[src/rtl/stripe_scroll_sequencer_pkg.sv]
// Shared constants and state encoding for the stripe scroll sequencer.
// Imported by the interface, the frame detector user and the top.
package stripe_seq_pkg;

    localparam int OFFSET_W = 10;
    localparam int SPEED_W  = 3;
    localparam int VPOS_W   = 10;

    localparam int DEF_LIMIT      = 320;
    localparam int DEF_DWELL      = 30;
    localparam int DEF_PAL_PERIOD = 64;

    // Low-end dwell has no code of its own; it is REV plus an internal flag.
    typedef enum logic [1:0] {
        MAN      = 2'd0,
        FWD      = 2'd1,
        DWELL_HI = 2'd2,
        REV      = 2'd3
    } seq_state_t;

endpackage

[src/rtl/stripe_scroll_sequencer_if.sv]
// Config-in / scroll-out bundle between the pins and the sequencer.
// master drives vpos and config, slave is the sequencer.
interface stripe_scroll_sequencer_if;
    import stripe_seq_pkg::*;

    logic [VPOS_W-1:0]   vpos;
    logic [SPEED_W-1:0]  speed;
    logic                dir;
    logic                pause;
    logic                auto_mode;
    logic [OFFSET_W-1:0] offset_x;
    logic [1:0]          palette_sel;
    logic                frame_tick;
    logic [1:0]          state;

    modport master (
        output vpos, speed, dir, pause, auto_mode,
        input  offset_x, palette_sel, frame_tick, state
    );

    modport slave (
        input  vpos, speed, dir, pause, auto_mode,
        output offset_x, palette_sel, frame_tick, state
    );

endinterface

[src/rtl/stripe_scroll_sequencer_frame_start_detect.sv]
// Frame start detector: flags the first cycle vpos returns to 0.
// Reusable by any block that updates once per frame.
module frame_start_detect #(
    parameter int W = 10
) (
    input  logic         clk,
    input  logic         reset,
    input  logic [W-1:0] vpos,
    output logic         start_evt,
    output logic         frame_tick
);

    logic [W-1:0] prev_vpos_q, prev_vpos_d;
    logic         frame_tick_q, frame_tick_d;

    // Edge into line 0, and the next-cycle tick it produces
    always_comb begin
        start_evt    = (vpos == '0) && (prev_vpos_q != '0);
        prev_vpos_d  = vpos;
        frame_tick_d = start_evt;
    end

    // History of vpos and the registered tick
    always_ff @(posedge clk) begin
        if (reset) begin
            prev_vpos_q  <= '0;
            frame_tick_q <= 1'b0;
        end else begin
            prev_vpos_q  <= prev_vpos_d;
            frame_tick_q <= frame_tick_d;
        end
    end

    assign frame_tick = frame_tick_q;

endmodule

[src/rtl/stripe_scroll_sequencer.sv]
// Per-frame scroll offset / palette sequencer for the stripe pattern.
// All state moves only on a frame start, so outputs never tear mid-frame.
module stripe_scroll_sequencer
    import stripe_seq_pkg::*;
#(
    parameter int LIMIT      = DEF_LIMIT,
    parameter int DWELL      = DEF_DWELL,
    parameter int PAL_PERIOD = DEF_PAL_PERIOD
) (
    input  logic                        clk,
    input  logic                        reset,
    stripe_scroll_sequencer_if.slave    bus
);

    localparam int DW_W = (DWELL > 1) ? $clog2(DWELL) : 1;
    localparam int PC_W = (PAL_PERIOD > 1) ? $clog2(PAL_PERIOD) : 1;

    localparam logic [OFFSET_W:0]   LIMIT_X    = (OFFSET_W+1)'(LIMIT);
    localparam logic [OFFSET_W-1:0] LIMIT_O    = OFFSET_W'(LIMIT);
    localparam logic [DW_W-1:0]     DWELL_LAST = DW_W'(DWELL - 1);
    localparam logic [PC_W-1:0]     PAL_LAST   = PC_W'(PAL_PERIOD - 1);

    logic start_evt;
    logic frame_tick;

    frame_start_detect #(
        .W (VPOS_W)
    ) u_fsd (
        .clk        (clk),
        .reset      (reset),
        .vpos       (bus.vpos),
        .start_evt  (start_evt),
        .frame_tick (frame_tick)
    );

    seq_state_t          state_q, state_d;
    logic                lo_hold_q, lo_hold_d;
    logic [OFFSET_W-1:0] offset_q, offset_d;
    logic [DW_W-1:0]     dwell_q, dwell_d;
    logic [PC_W-1:0]     pal_cnt_q, pal_cnt_d;
    logic [1:0]          pal_q, pal_d;

    seq_state_t          eff_state;
    logic                eff_lo;
    logic [OFFSET_W-1:0] spd;
    logic [OFFSET_W:0]   sum;

    // Next frame's offset, mode and palette, evaluated only on a frame start
    always_comb begin
        state_d   = state_q;
        lo_hold_d = lo_hold_q;
        offset_d  = offset_q;
        dwell_d   = dwell_q;
        pal_cnt_d = pal_cnt_q;
        pal_d     = pal_q;
        eff_state = MAN;
        eff_lo    = 1'b0;
        spd       = OFFSET_W'(bus.speed);
        sum       = {1'b0, offset_q} + {1'b0, spd};

        if (start_evt && !bus.pause) begin
            if (pal_cnt_q == PAL_LAST) begin
                pal_cnt_d = '0;
                pal_d     = pal_q + 2'd1;
            end else begin
                pal_cnt_d = pal_cnt_q + PC_W'(1);
            end

            // A mode switch takes effect on this tick and runs the new rule
            if (!bus.auto_mode) begin
                eff_state = MAN;
            end else if (state_q == MAN) begin
                eff_state = FWD;
            end else begin
                eff_state = state_q;
            end
            eff_lo    = bus.auto_mode && lo_hold_q;
            state_d   = eff_state;
            lo_hold_d = eff_lo;

            unique case (eff_state)
                MAN: begin
                    offset_d = bus.dir ? offset_q - spd : offset_q + spd;
                end
                FWD: begin
                    if (sum >= LIMIT_X) begin
                        offset_d = LIMIT_O;
                        state_d  = DWELL_HI;
                        dwell_d  = DWELL_LAST;
                    end else begin
                        offset_d = sum[OFFSET_W-1:0];
                    end
                end
                DWELL_HI: begin
                    if (dwell_q == '0) begin
                        state_d = REV;
                    end else begin
                        dwell_d = dwell_q - DW_W'(1);
                    end
                end
                REV: begin
                    if (eff_lo) begin
                        if (dwell_q == '0) begin
                            lo_hold_d = 1'b0;
                            state_d   = FWD;
                        end else begin
                            dwell_d = dwell_q - DW_W'(1);
                        end
                    end else if (offset_q <= spd) begin
                        offset_d  = '0;
                        lo_hold_d = 1'b1;
                        dwell_d   = DWELL_LAST;
                    end else begin
                        offset_d = offset_q - spd;
                    end
                end
            endcase
        end
    end

    // Sequencer state, held between frame starts
    always_ff @(posedge clk) begin
        if (reset) begin
            state_q   <= MAN;
            lo_hold_q <= 1'b0;
            offset_q  <= '0;
            dwell_q   <= '0;
            pal_cnt_q <= '0;
            pal_q     <= '0;
        end else begin
            state_q   <= state_d;
            lo_hold_q <= lo_hold_d;
            offset_q  <= offset_d;
            dwell_q   <= dwell_d;
            pal_cnt_q <= pal_cnt_d;
            pal_q     <= pal_d;
        end
    end

    assign bus.offset_x    = offset_q;
    assign bus.palette_sel = pal_q;
    assign bus.frame_tick  = frame_tick;
    assign bus.state       = state_q;

endmodule

[src/flat_wrapper.sv]
// flat-port wrapper written by rule: the top's interface ports become plain ports
module stripe_scroll_sequencer_flat import stripe_seq_pkg::*;
#(
    parameter int LIMIT      = DEF_LIMIT,
    parameter int DWELL      = DEF_DWELL,
    parameter int PAL_PERIOD = DEF_PAL_PERIOD
)
  (clk, reset, bus_vpos, bus_speed, bus_dir, bus_pause, bus_auto_mode, bus_offset_x, bus_palette_sel, bus_frame_tick, bus_state);
  stripe_scroll_sequencer_if bus_i ();
  input  logic clk;
  input  logic reset;
  input wire logic [$bits(bus_i.vpos)-1:0] bus_vpos;
  input wire logic [$bits(bus_i.speed)-1:0] bus_speed;
  input wire logic [$bits(bus_i.dir)-1:0] bus_dir;
  input wire logic [$bits(bus_i.pause)-1:0] bus_pause;
  input wire logic [$bits(bus_i.auto_mode)-1:0] bus_auto_mode;
  output wire logic [$bits(bus_i.offset_x)-1:0] bus_offset_x;
  output wire logic [$bits(bus_i.palette_sel)-1:0] bus_palette_sel;
  output wire logic [$bits(bus_i.frame_tick)-1:0] bus_frame_tick;
  output wire logic [$bits(bus_i.state)-1:0] bus_state;
  assign bus_i.vpos = bus_vpos;
  assign bus_i.speed = bus_speed;
  assign bus_i.dir = bus_dir;
  assign bus_i.pause = bus_pause;
  assign bus_i.auto_mode = bus_auto_mode;
  assign bus_offset_x = bus_i.offset_x;
  assign bus_palette_sel = bus_i.palette_sel;
  assign bus_frame_tick = bus_i.frame_tick;
  assign bus_state = bus_i.state;
  stripe_scroll_sequencer #(.LIMIT(LIMIT), .DWELL(DWELL), .PAL_PERIOD(PAL_PERIOD)) u_core (.clk(clk), .reset(reset), .bus(bus_i));
endmodule
[config.mk]
export PLATFORM = sky130hd
export DESIGN_NAME = stripe_scroll_sequencer_flat
export DESIGN_NICKNAME = d
export VERILOG_FILES = /design/src/rtl/stripe_scroll_sequencer_pkg.sv /design/src/rtl/stripe_scroll_sequencer_if.sv /design/src/rtl/stripe_scroll_sequencer_frame_start_detect.sv /design/src/rtl/stripe_scroll_sequencer.sv /design/src/flat_wrapper.sv
export SDC_FILE = /design/constraint.sdc
export NUM_CORES = 1
export LEC_CHECK = 0
export CORE_MARGIN = 5
export CORE_UTILIZATION = 55
export CTS_CLUSTER_DIAMETER = 40
export DETAILED_ROUTE_END_ITERATION = 6
export HOLD_SLACK_MARGIN = 0.1
export PLACE_DENSITY = 0.85
export SYNTH_ARGS = -nofsm -noshare
export SYNTH_HDL_FRONTEND = slang
export SYNTH_SLANG_ARGS = --single-unit
[constraint.sdc]
create_clock -name clk -period 4.8 [get_ports clk]
set_input_delay 1.44 -clock clk [delete_from_list [all_inputs] [get_ports clk]]
set_output_delay 1.44 -clock clk [all_outputs]
set_load 0.01 [all_outputs]
# Word-level counts from Yosys, hierarchy flattened
# Cells that the tools add are included.
# totals
reg_bits	37
latch_bits	0
ram_bits	0
mem_bits_ro	0
inputBits	18
out_inout_bits	15
wordCells	60
mem_count	0
# op_classes
add_sub_neg	6
n_mul	0
n_div	0
n_lt_le_gt_ge	2
eq_ne	7
shifts	0
muxes	23
bitwise	0
n_reduce_logical	14
# ops
operator	n
$mux 10	4
$pmux 10 s3	1
$mux 5	4
$pmux 5 s3	1
$mux 2	7
$add 10x3->11	1
$ge 11x9->1 const B	1
$add 10x3->10	1
$le 10x3->1	1
$logic_not 10->1	1
$reduce_bool 10->1	1
$sub 10x3->10	1
$add 6x1->6 const B	1
$eq 6x6->1 const B	1
$mux 6	1
$pmux 2 s3	1
$reduce_bool 3->1	2
$logic_not 5->1	1
$sub 5x1->5 const B	1
$eq 2x2->1 const B	2
$logic_not 2->1	2
$mux 1	4
$reduce_and 4->1	1
$logic_and 1x1->1	3
other kinds (8)	8

# Longest topological paths before layout
# Gate-level depths: netlist (run 1).
# logic_depth
ltp_word	7
depth_mapped	11
ltp_nobuf	10

# Modules after synthesis
# From an unflattened synthesis (run 1), not the netlist that was laid out.
# unflattened
cells_unflattened	315
hier_area_um2	2536.2
# modules_own_cells
mod	instances	cells_per_inst	area_per_inst_um2	seq_area_each_um2
stripe_scroll_sequencer	1	284	2177.1	520.5
frame_start_detect	1	31	359.1	220.2

# Worst setup path after synthesis (run 1)
# No wires, ideal clock.
# synth_path
kind	input to register
from	input port bus_speed[0]
to	register u_core.offset_q[9], in the netlist u_core.bus.offset_x[9]
setup_ps	131
arrival_time_ps	3286
required_time_ps	4669
path_slack_ps	1382
path_stages	10
n_path_buf	1
path_cell_list	ha_1 -> inv_1 -> fa_1 -> a21oi_1 -> o2111ai_4 -> a22oi_1 -> buf_4 -> a21oi_1 -> a2111oi_2 -> nor3_1
# synth_between
elab_chain_len	4
word_cells_on_any_way	10
cone_classes	add/sub: 3; order compare: 2; mux: 5
# synth_rtl
item	line	rtl
start: declaration	flat_wrapper.sv:13	input wire logic [$bits(bus_i.speed)-1:0] bus_speed;
$add 10x3->11, or another cell as far along	stripe_scroll_sequencer.sv:59	sum = {1'b0, offset_q} + {1'b0, spd};
$ge 11x9->1 / $mux 10 (equally long branches)	stripe_scroll_sequencer.sv:86, stripe_scroll_sequencer.sv:109	
$mux 10 (on tied branches)	stripe_scroll_sequencer.sv:86, stripe_scroll_sequencer.sv:102	
$pmux 10 s3 (*)	stripe_scroll_sequencer.sv:81	unique case (eff_state)
end signal: assignment	stripe_scroll_sequencer.sv:133	offset_q <= offset_d;
end: declaration	stripe_scroll_sequencer.sv:38	logic [OFFSET_W-1:0] offset_q, offset_d;
# Mark *: on every way between the ends. The rest lies on a longest branch, timed or not. The select of a mux whose other input is x is not followed.
# A chain may end at the register's enable or synchronous reset.

# Worst setup path after layout (run 1)
# layout_path
from	input port bus_speed[0]
to	register u_core.dwell_q[1]
# layout_between
elab_chain_len	4
word_cells_on_any_way	6
cone_classes	add/sub: 1; order compare: 2; eq/ne: 2; reduce/logical: 1
# layout_rtl
item	line	rtl
$add 10x3->11	stripe_scroll_sequencer.sv:59	
$ge 11x9->1	stripe_scroll_sequencer.sv:86	if (sum >= LIMIT_X) begin
$ne 2x1->1 (no source line)	--	
$reduce_and 4->1 (no source line) (*)	--	
end signal: assignment	stripe_scroll_sequencer.sv:134	dwell_q <= dwell_d;
end: declaration	stripe_scroll_sequencer.sv:39	logic [DW_W-1:0] dwell_q, dwell_d;
# Mark *: on every way between the ends. The rest lies on a longest branch, timed or not.

==> results.cfg, run 1 <==
[finish]
multi_input_area_um2 = 1630
layout.nets = 365
antennaDiodeCount = 0
drive_gt1_frac = 0.0888
final-seq-area_um2 = 741
num-fill-cells = 377
area_growth_syn_to_layout_pct = 17.2

[power]
power_leakage_nw = 1.13
total_power_mw = 0.705
power_density_nw_per_um2 = 235
ir_drop_uv = 211

[logic_synthesis]
yosysSeqAreaShare = 0.288
synth_top_area_frac = 0.288
synthFlopType = dfxtp_1
syn_nets = 342
postSynthAreaPerCell_um2 = 8.18
syn_inst = 314
synth_edf_count = 0
synth_top_area_cell = dfxtp_1
async_reset_ff_frac = 0
yosys_warnings = 0
syn-cell-area_um2 = 2570
synth-seq-cells = 37
netlist-cell-type-count = 68
yosys-top-cells-count = 37 x dfxtp_1, 27 x nor2_1, 20 x a21oi_1, 20 x inv_1, 19 x nand2_1
synth.area.top_cells = dfxtp_1 29%, nor2_1 3.9%, a21oi_1 3.9%
yosysMostFrequentCell = dfxtp_1

[worst_setup_path]
worst_ep_required_time_ns = 4.99
cpMaxStageDelayCell = nor2b_1
crit_buf_inv = 2
worstPathCellList = clkdlybuf4s50_1, ha_1, inv_1, fa_1, a21oi_1, o2111ai_4, nand3_1, nor2b_1, nand3_1, a31o_1
crit_fanout = 8
cpLargestDelayFamily = simple AND/OR/NAND/NOR gates
cp-start-kind = primary input
max_stage_delay_ns = 0.50
cpMostUsedCell = nand3_1
crit_type = in -> reg
crit_path_end_kind = register
arrival_ns = 4.29

[clock_tree]
htree_num_levels = 2
ctsResizeCount = 0
clock_latency_ns = 0.29
path_clk_slew_ns = 0.07
tritoncts = yes
cts_buffer_depth = 2
post-cts-setup-buffer-count = 0
hold_buffers = 0
cts_made_buffers = 5
cts_num_sinks = 37
root_buffer = clkbuf_8

[timing]
drv_slew = 0
layout_min_cycle_time_ns = 4.10
worstMarginPinSlew_ns = 0.811
tns_ns = 0
finalCritPeriodShare = 0.855
slew-limit-headroom = 0.456
grt_setup_unrepaired = false
finClkSkew_ns = 0.00700
fmaxAchievable_mhz = 244
finalHoldViolations = 0
setup_viol = 0

[detailed_routing]
drtIter0Drc = 324
dr.pass1.iters = 5
ant_nets = 0
drc = 0
num_vias = 2470
vias_per_cell = 6.33
wirelength_mm = 6.24
routedWlPerCell_um = 16.0

[floorplanning]
start_util = 0.578
row_count = 24
die_y_um = 78.3
io_pins = 33
coreArea_um2 = 4440
dieArea_um2 = 6130
die_width_um = 78.3

[grt]
first_global_vias = 2321
grt_pass1_wl_mm = 10.6
grt_max_degree = 38
overflow = 0
antenna_found_initial = 0
grt_usage = 0.210

[job]
cap_violations = 0

[placed_design]
gp_congestion = 0.900
dpl.hpwl_mm = 4.45
numPortBuffers = 32

[status]
status = completed

[hold_path]
hold_path.class = reg -> reg
[metrics by stage]
step | std cells | hold slack, ns | area (µm²) | util | setup WS (ns)
2_1_floorplan | 314 | 0.453 | 2570 | - | 1.38
3_3_place_gp | 382 | 0.467 | 2870 | 0.646 | 0.519
3_5_place_dp | 382 | 0.476 | 2870 | 0.646 | 0.435
4_1_cts | 390 | 0.484 | 3010 | 0.677 | 0.730
5_1_grt | 390 | 0.530 | 3010 | 0.677 | 0.521
6_report | 390 | 0.482 | 3010 | 0.677 | 0.697
[placed cells by master (no fill, tap or decap), types with 3 or more instances in the layout]
| master | count |
|---|---|
| ha_1 | 8 |
| xor2_1 | 8 |
| xnor2_1 | 5 |
| a21oi_1 | 20 |
| dfxtp_1 | 37 |
| nand4_1 | 5 |
| buf_4 | 5 |
| clkbuf_8 | 5 |
| a41o_1 | 3 |
| nor2_1 | 27 |
| nor3_1 | 9 |
| inv_1 | 20 |
| a211oi_1 | 5 |
| a31oi_1 | 5 |
| nor4_1 | 6 |
| a311oi_1 | 5 |
| clkdlybuf4s50_1 | 32 |
| mux2i_1 | 3 |
| and3_1 | 4 |
| and4_1 | 3 |
| nand2_1 | 19 |
| nand2b_1 | 5 |
| and2_1 | 6 |
| o22ai_1 | 4 |
| nor2b_1 | 12 |
| o21ai_0 | 12 |
| nand3_1 | 14 |
[layout make-up]
| class | count | share of cell area |
|---|---|---|
| timing repair buffer | 37 | 0.119 |
| multi-input combinational | 235 | 0.541 |
| clock buffer | 5 | 0.0229 |
| sequential | 37 | 0.246 |
| inverter | 21 | 0.0262 |
| clock inverter | 3 | 0.0229 |
| tap | 52 | 0.0216 |
[layer usage]
layer	track usage	vias to the layer above	share of wire
met5	0	-	0
met4	0.0927	0	0.022
met3	0.0366	19	0.072
met2	0.342	127	0.47
met1	0.273	1138	0.43
li1	-	1186	-
[worst paths after layout]
path                               start                  end  slack (ns)  cells past startpoint
setup / recovery            bus_speed[0]    u_core.dwell_q[1]        0.70                     10
hold / removal       u_core.pal_cnt_q[5]  u_core.pal_cnt_q[5]        0.48                      2
setup reg to reg  u_core.bus.offset_x[0]    u_core.dwell_q[1]        1.93                     10
hold reg to reg      u_core.pal_cnt_q[5]  u_core.pal_cnt_q[5]        0.48                      2
[flip-flops by register name (all words and copies together), names as in the netlist]
register	count
u_core.u_fsd.prev_vpos_q	10
u_core.bus.palette_sel	2
u_core.lo_hold_q	1
u_core.bus.offset_x	10
u_core.bus.state	2
u_core.dwell_q	5
u_core.pal_cnt_q	6
u_core.u_fsd.frame_tick	1
[where the power goes]
part	switching, mW	internal [mW]	total [mW]	leakage (nW)
logic	0.0358	0.0292	0.0650	0.757
registers	0.00111	0.311	0.312	0.301
clock network	0.119	0.209	0.328	0.0687
total	0.156	0.550	0.705	1.13
[logic make-up after synthesis]
kind of cell / share of synthesized area
mux: 0.0117
flops: 0.288
buf+inv: 0.0775
fa+ha+maj: 0.0546
compound gates: 0.251
xor+xnor: 0.0443
simple gates: 0.272
[worst register-to-register path, cell delays in order (launching register included)]
cell and delay, ns:
dfxtp_1 0.34, inv_1 0.06, ha_1 0.15, inv_1 0.05, fa_1 0.44, a21oi_1 0.34, o2111ai_4 0.25, nand3_1 0.19
nor2b_1 0.50, nand3_1 0.19, a31o_1 0.25
Power figures use the tool's default switching activity.
==> run 2, diff against run 1 <==
--- a/config.mk
+++ b/config.mk
@@ -5,12 +5,14 @@
 export SDC_FILE = /design/constraint.sdc
 export NUM_CORES = 1
 export LEC_CHECK = 0
+export CORE_ASPECT_RATIO = 0.6
 export CORE_MARGIN = 5
 export CORE_UTILIZATION = 55
 export CTS_CLUSTER_DIAMETER = 40
 export DETAILED_ROUTE_END_ITERATION = 6
 export HOLD_SLACK_MARGIN = 0.1
 export PLACE_DENSITY = 0.85
+export RECOVER_POWER = 50
 export SYNTH_ARGS = -nofsm -noshare
 export SYNTH_HDL_FRONTEND = slang
 export SYNTH_SLANG_ARGS = --single-unit
==> results.cfg, run 2 (synthesis gave the netlist of run 1 again) <==
[grt]
antenna_found_initial = 0
overflow = 0
grt_pass1_wl_mm = 11.2
first_global_vias = 2238
grt_usage = 0.221
grt_max_degree = 38

[worst_setup_path]
cpMaxStageDelayCell = nor2b_1
crit_fanout = 8
arrival_ns = 4.32
crit_path_end_kind = register
worstPathCellList = clkdlybuf4s50_1, ha_1, inv_1, fa_1, a21oi_1, o2111ai_4, nand3_1, nor2b_1, a311oi_1, a41o_1
worst_ep_required_time_ns = 4.98
crit_type = in -> reg
max_stage_delay_ns = 0.50
cp-start-kind = primary input

[timing]
finalCritPeriodShare = 0.862
whs_ns = 0.513
setup_viol = 0
layout_min_cycle_time_ns = 4.14
tns_ns = 0
grt_setup_unrepaired = false
fmaxAchievable_mhz = 242
finClkSkew_ns = 0.00797
finalHoldViolations = 0
worstMarginPinSlew_ns = 0.840
slew-limit-headroom = 0.437
drv_slew = 0

[finish]
final_common_cell = dfxtp_1
layout.nets = 364
postLayoutCoreUtil = 0.652
antennaDiodeCount = 0
drive_gt1_frac = 0.0831
area_growth_syn_to_layout_pct = 15.3
num-fill-cells = 383
final_cell_mix = 37 x dfxtp_1, 27 x nor2_1, 20 x inv_1, 20 x a21oi_1, 19 x nand2_1
fin_cells = 400

[power]
pwr-share-seq = 0.529
ir_drop_uv = 118
power.internal_mw = 0.440
power_density_nw_per_um2 = 199
switchingPower_mw = 0.150
clkPwrFrac = 0.360
switching_share = 0.254
combinationalPowerShare = 0.111
power_leakage_nw = 1.15

[placed_design]
numPortBuffers = 32
gp_congestion = 0.939
dpl.hpwl_mm = 5.04
dp.cells = 392

[detailed_routing]
dr.pass1.iters = 5
ant_nets = 0
drc = 0
wirelength_mm = 6.78
num_vias = 2493
routedWlPerCell_um = 17.0
vias_per_cell = 6.23
drtIter0Drc = 283

[floorplanning]
die_y_um = 62.9
dieArea_um2 = 6180
coreArea_um2 = 4540
die_width_um = 98.2
start_util = 0.565
io_pins = 33
row_count = 19

[clock_tree]
cts_buffer_depth = 2
cts_num_sinks = 37
clock_latency_ns = 0.29
tritoncts = yes
ctsResizeCount = 0
root_buffer = clkbuf_8
htree_num_levels = 2
cts_made_buffers = 5
path_clk_slew_ns = 0.08
hold_buffers = 0
post-cts-setup-buffer-count = 0

[job]
cap_violations = 0

[status]
status = completed

[hold_path]
hold_path.class = reg -> reg
[run 2: changes by cell type in the layout (fill, tap and decap cells not counted), moves of 2 or more]
| cell | previous run | this run |
|---|---|---|
| clkdlybuf4s50_1 | 32 | 16 |
| dlygate4sd3_1 | 0 | 16 |
| clkinv_2 | 0 | 2 |
| bufinv_16 | 2 | 0 |
[run 2: worst max-delay path: cells and delay by family]
family / cells / cell delay (ns)
buffers and inverters: 2 / 0.55
adders and majority gates: 2 / 0.61
AOI/OAI and AO/OA: 4 / 1.05
and+or+nand+nor: 2 / 0.67
[run 2: power by group through the flow]
stage | sequential [mW] | clock, mW | combinational (mW)
global route | 0.313 | 0.228 | 0.0719
CTS | 0.313 | 0.216 | 0.0650
floorplan | 0.319 | 0 | 0.0394
detailed placement | 0.320 | 0 | 0.0645
global placement | 0.320 | 0 | 0.0631
finish | 0.313 | 0.212 | 0.0655
[run 2: final timing paths]
kind	slack [ns]	cells after the start	from	endpoint
worst max-delay path	0.66	10	bus_speed[0]	u_core.dwell_q[4]
worst min-delay path	0.51	2	u_core.pal_cnt_q[5]	u_core.pal_cnt_q[5]
worst max register to register	1.91	10	u_core.bus.offset_x[0]	u_core.dwell_q[4]
worst min register to register	0.51	2	u_core.pal_cnt_q[5]	u_core.pal_cnt_q[5]
[run 2: stage by stage]
stage                     setup WS, ns  area [µm²]  power, mW
final                            0.664        2960      0.590
after global routing             0.552        2960      0.612
after CTS                        0.721        2960      0.593
after detailed placement         0.452        2880      0.384
after global placement           0.551        2880      0.383
after floorplan                   1.38        2570      0.359
[run 2: cell type report]
| type | instances | area, µm² | area share |
|---|---|---|---|
| multi-input combinational | 235 | 1630 | 0.550 |
| sequential | 37 | 741 | 0.250 |
| timing repair buffer | 36 | 350 | 0.118 |
| inverter | 21 | 78.8 | 0.0266 |
| tap | 63 | 78.8 | 0.0266 |
| clock buffer | 6 | 72.6 | 0.0245 |
| clock inverter | 2 | 10.0 | 0.00338 |
[run 2: per-layer routing]
| metal | wire (µm) | track usage |
|---|---|---|
| met1 | 3300 | 0.332 |
| met2 | 2740 | 0.315 |
| met3 | 699 | 0.0613 |
| met4 | 44 | 0.0409 |
| met5 | 0 | 0 |
